File: src/rtl/id_exe_pipe_reg.sv
// id_exe_pipe_reg: ID/EXE pipeline register with flush, freeze, bubble insertion and a saturating stall counter.
module id_exe_pipe_reg (
   input  logic        clk,
   input  logic        rst,
   input  logic        flush,
   input  logic        freeze,
   input  logic        bubble,
   input  logic        wb_en_in,
   input  logic        mem_r_en_in,
   input  logic        mem_w_en_in,
   input  logic        b_in,
   input  logic        s_in,
   input  logic [3:0]  exe_cmd_in,
   input  logic [31:0] pc_in,
   input  logic [31:0] val_rn_in,
   input  logic [31:0] val_rm_in,
   input  logic        imm_in,
   input  logic [11:0] shift_operand_in,
   input  logic [23:0] signed_imm_24_in,
   input  logic [3:0]  dest_in,
   input  logic [3:0]  src1_in,
   input  logic [3:0]  src2_in,
   input  logic [3:0]  status_in,
   output logic        wb_en_out,
   output logic        mem_r_en_out,
   output logic        mem_w_en_out,
   output logic        b_out,
   output logic        s_out,
   output logic [3:0]  exe_cmd_out,
   output logic [31:0] pc_out,
   output logic [31:0] val_rn_out,
   output logic [31:0] val_rm_out,
   output logic        imm_out,
   output logic [11:0] shift_operand_out,
   output logic [23:0] signed_imm_24_out,
   output logic [3:0]  dest_out,
   output logic [3:0]  src1_out,
   output logic [3:0]  src2_out,
   output logic [3:0]  status_out,
   output logic        valid_out,
   output logic [15:0] stall_count
);
   logic kill;
   assign kill = rst || flush;
   always_ff @(posedge clk) begin
      if (kill) begin
         {wb_en_out, mem_r_en_out, mem_w_en_out, b_out, s_out, valid_out} <= '0;
         exe_cmd_out       <= '0;
         pc_out            <= '0;
         val_rn_out        <= '0;
         val_rm_out        <= '0;
         imm_out           <= '0;
         shift_operand_out <= '0;
         signed_imm_24_out <= '0;
         dest_out          <= '0;
         src1_out          <= '0;
         src2_out          <= '0;
         status_out        <= '0;
      end else if (!freeze) begin
         // a bubble keeps the datapath moving but strips every side-effecting control bit
         {wb_en_out, mem_r_en_out, mem_w_en_out, b_out, s_out} <=
            bubble ? 5'b0 : {wb_en_in, mem_r_en_in, mem_w_en_in, b_in, s_in};
         valid_out         <= !bubble;
         exe_cmd_out       <= exe_cmd_in;
         pc_out            <= pc_in;
         val_rn_out        <= val_rn_in;
         val_rm_out        <= val_rm_in;
         imm_out           <= imm_in;
         shift_operand_out <= shift_operand_in;
         signed_imm_24_out <= signed_imm_24_in;
         dest_out          <= dest_in;
         src1_out          <= src1_in;
         src2_out          <= src2_in;
         status_out        <= status_in;
      end
   end
   always_ff @(posedge clk) begin
      if (rst)
         stall_count <= '0;
      else if (!flush && (freeze || bubble) && stall_count != 16'hFFFF)
         stall_count <= stall_count + 16'd1;
   end
endmodule

File: config.mk
export PLATFORM = sky130hd
export DESIGN_NAME = id_exe_pipe_reg
export DESIGN_NICKNAME = d
export VERILOG_FILES = /design/src/rtl/id_exe_pipe_reg.sv
export SDC_FILE = /design/constraint.sdc
export NUM_CORES = 1
export LEC_CHECK = 0
export CORE_MARGIN = 5
export CORE_UTILIZATION = 39
export DETAILED_ROUTE_END_ITERATION = 8
export MAX_ROUTING_LAYER = met4
export PLACE_DENSITY = 0.8
export SYNTH_ARGS = -nofsm -noshare
export SYNTH_HDL_FRONTEND = slang
export SYNTH_SLANG_ARGS = --single-unit
File: constraint.sdc
create_clock -name clk -period 2.52 [get_ports clk]
set_clock_uncertainty 0.15 [all_clocks]
set_input_delay 0.63 -clock clk [delete_from_list [all_inputs] [get_ports clk]]
set_output_delay 0.63 -clock clk [all_outputs]
set_load 0.02 [all_outputs]
; ---- Word level (Yosys, flattened, before mapping)
; Index checks and enable logic that the tools add are counted.
[totals]
reg_bits = 175
inputBits = 163
out_inout_bits = 175
elab_cells = 27
[classes]
n_addsub = 1
eq_ne = 1
n_mux = 1
n_reduce_logical = 6
[op_table]
columns = operator, count
row1 = $add 16x1->16 const B, 1
row2 = $ne 16x16->1 const B, 1
row3 = $mux 5, 1
row4 = $logic_and 1x1->1, 2
row5 = $logic_not 1->1, 2
row6 = $logic_or 1x1->1, 2

; ---- Depth between registers and ports, before layout
[depth]
ltp_word = 3
mapped_depth = 7
depth_no_buf = 5

; ---- Least setup slack after synthesis
; No wires, ideal clock.
[synth_timing]
kind = input to register
startpoint = input freeze
endpoint = register stall_count[4]
setup_time_ns = 0.070
arrival_time_ns = 1.812
t_required_ns = 2.300
slack_ns = 0.488
stages = 6
n_path_buf = 2
cell_sequence = buf_4 nor2_1 or2_1 buf_2 or4_1 a21oi_1
[synth_via]
elab_chain_cells = 3
[synth_lines]
columns = item, line
row1 = from (decl), 6  ; input logic freeze,
row2 = $logic_or 1x1->1, 80  ; else if (!flush && (freeze || bubble) && stall_count != 16'hFFFF)
row3 = $logic_and 1x1->1 (2 in series), 80
row4 = to (signal assigned), 81  ; stall_count <= stall_count + 16'd1;
row5 = to (decl), 41  ; output logic [15:0] stall_count
; No other way between the ends.
; A chain may end at the register's enable or synchronous reset.

; ---- Worst setup path after layout
[layout_timing]
startpoint = register stall_count[6]
endpoint = output stall_count[6]
; No word-level cell between the ends.

==> results.cfg <==
[run_status]
status = finished clean

[global_routing]
track_usage_pct = 20.71
grt_overflow = 0
grt_pass1_vias = 5533
grt_max_degree = 117
antenna_found_initial = 0
grt_pass1_wl_um = 29190

[logic_synthesis]
yosysWarnings = 0
syn_area_mm2 = 0.006365
syn_inst = 614
synth_edf_count = 0
synth_nets = 778
syn_avg_cell_area_um2 = 10.37
seq_area_frac_synth_pct = 55.04
synthFlopType = dfxtp_1
synth_cell_type_count = 37
ys_async_sr_fraction_pct = 0
ys_seq_elements = 175

[worst_setup_path]
cpLargestDelayFamily = buffers and inverters
r2r-start = stall_count[0]
critical-path-slowest-cell = clkdlybuf4s50_1
crit_cells = 1
critPathBufInv = 1
crit_end = stall_count[6]
worstSetupPathType = reg2out
crit_chain = clkdlybuf4s50_1
cp.arrival_ns = 1.59
endpoint_kind = output port
reg2reg_depth = 6
reg2reg_slack_ns = 0.42
cp-startpoint = stall_count[6]
cp-start-kind = flip-flop
required_ns = 1.74
cp_slowest_stage_delay_ns = 0.68
crit_fanout = 7
rr_endpoint = stall_count[0]

[floorplan]
io_pins = 338
core_mm2 = 0.01594
die_x_um = 137.8
die_area_mm2 = 0.01898
die_height_um = 137.8
rows = 46
initial_core_util_pct = 39.92

[power]
p_leak_nw = 4.251
vdd_ir_drop_max_v = 0.0004248
power.density_mw_per_mm2 = 600.7
power_mw = 6.343

[layout]
drive_gt1_share_pct = 5.247
final_cell_mix = 336 x clkdlybuf4s50_1, 175 x dfxtp_1, 161 x nor2_1
syn_to_final_growth_pct = 65.89
n_antenna_cell = 0
n_fill_cell = 1302
final_common_cell = clkdlybuf4s50_1
fin_cells = 1169
nets = 1104

[clock_tree]
cts_setup_buffers = 0
h-tree-depth = 4
clock_latency_ns = 0.41
ctsHoldBuffers = 0
cts_repair_resize_count = 0
cts_sinks = 175
cts_buffer_depth = 2
cts_root_buf = clkbuf_16
cts_tree = built
clk_pin_slew_worst_paths_ns = 0.06
numCtsBuffers = 17

[timing]
whs_ns = 0.3407
post-route-period-util_pct = 93.87
period_needed_ns = 2.365
tightest_slew_ns = 0.8543
final-hold-violation-count = 0
grt_setup_unrepaired = no
setup_viol = 0
totalNegativeSetupSlack_ns = 0
finalMaxSlewViolations = 0
timing.fmax_ghz = 0.4227
relSlewSlack_pct = 43.05

[placement]
hpwl_um = 14840
port_buffers = 337
gp_congestion = 0.8162
dpl.cell_count = 1137

[route]
finalWirelength_um = 19860
drt-pass1-iter-count = 4
wire_per_inst_um = 16.98
num_vias = 5625
drtAntennaViolNets = 0
drt-initial-drc-count = 160
drc = 0
via_per_inst = 4.812

[job]
maxCapViolations = 0

[min_path]
hp-class = reg2reg
## cells in the mapped netlist (all sizes together), types with 4 or more instances
cell / number / area [µm²]
buf: 11 / 61.30
a21oi: 15 / 75.07
nor2: 161 / 604.3
clkbuf: 30 / 112.6
o31ai: 9 / 67.56
mux2i: 153 / 1531
nand4: 5 / 58.80
a22oi: 4 / 30.03
o21ai: 4 / 20.01
nand2: 6 / 22.52
inv: 4 / 15.01
dfxtp: 175 / 3503
or4: 8 / 60.06
or3: 5 / 31.28
## through the flow
stage                     util [%]  setup WS (ns)  instance area (µm²)
final                        66.23         0.1545                10560
after global routing         66.23         0.1026                10560
after CTS                    66.23         0.1382                10560
after detailed placement     62.52      -0.006079                 9967
after global placement       62.52        0.04830                 9967
after floorplan                  -         0.4878                 6365
## power breakdown
group	internal (mW)	total [mW]	leakage [nW]	switching, mW
Clock	1.52	2.59	0.286	1.06
Sequential	2.85	2.89	1.42	0.0433
Combinational	0.498	0.861	2.54	0.363
## worst min path at each step
| stage | start | end | slack [ns] | cells after the start |
|---|---|---|---|---|
| 6_report | valid_out | valid_out | 0.34 | 2 |
| 5_1_grt | val_rn_out[26] | val_rn_out[26] | 0.37 | 2 |
| 4_1_cts | mem_r_en_out | mem_r_en_out | 0.35 | 2 |
| 3_5_place_dp | mem_r_en_out | mem_r_en_out | 0.33 | 2 |
| 3_3_place_gp | pc_out[7] | pc_out[7] | 0.32 | 2 |
| 2_1_floorplan | stall_count[14] | stall_count[14] | 0.40 | 2 |
## area by class of cell
type	instances	area [µm²]	area share, %
clock buffer	25	515.5	4.882
clock inverter	7	76.32	0.7228
inverter	4	15.01	0.1422
multi-input combinational	394	2681	25.39
sequential	175	3503	33.18
tap	216	270.3	2.560
timing repair buffer	348	3497	33.12
## per-layer routing
layer / track usage [%] / part of all wire [%] / vias up
met5: - / 0 / -
met4: 8.672 / 3.0 / 0
met3: 7.159 / 7.8 / 39
met2: 35.63 / 52 / 220
met1: 21.62 / 37 / 2615
li1: - / - / 2751
## registers in the layout (all words and copies together), names as in the netlist
name	count
src2_out	4
mem_r_en_out	1
shift_operand_out	12
exe_cmd_out	4
status_out	4
stall_count	16
wb_en_out	1
dest_out	4
b_out	1
s_out	1
val_rn_out	32
val_rm_out	32
src1_out	4
mem_w_en_out	1
pc_out	32
imm_out	1
valid_out	1
signed_imm_24_out	24
## cells by family (layout without fill, tap and decap cells)
| family | count (synthesis) | count (layout) | share of synthesized area (%) |
|---|---|---|---|
| buf+inv | 45 | 384 | 2.968 |
| compound gates | 35 | 35 | 3.440 |
| mux | 154 | 154 | 24.24 |
| fa+ha+maj | 1 | 1 | 0.1965 |
| simple gates | 204 | 204 | 14.11 |
| flops | 175 | 175 | 55.04 |
Power figures use the tool's default switching activity.
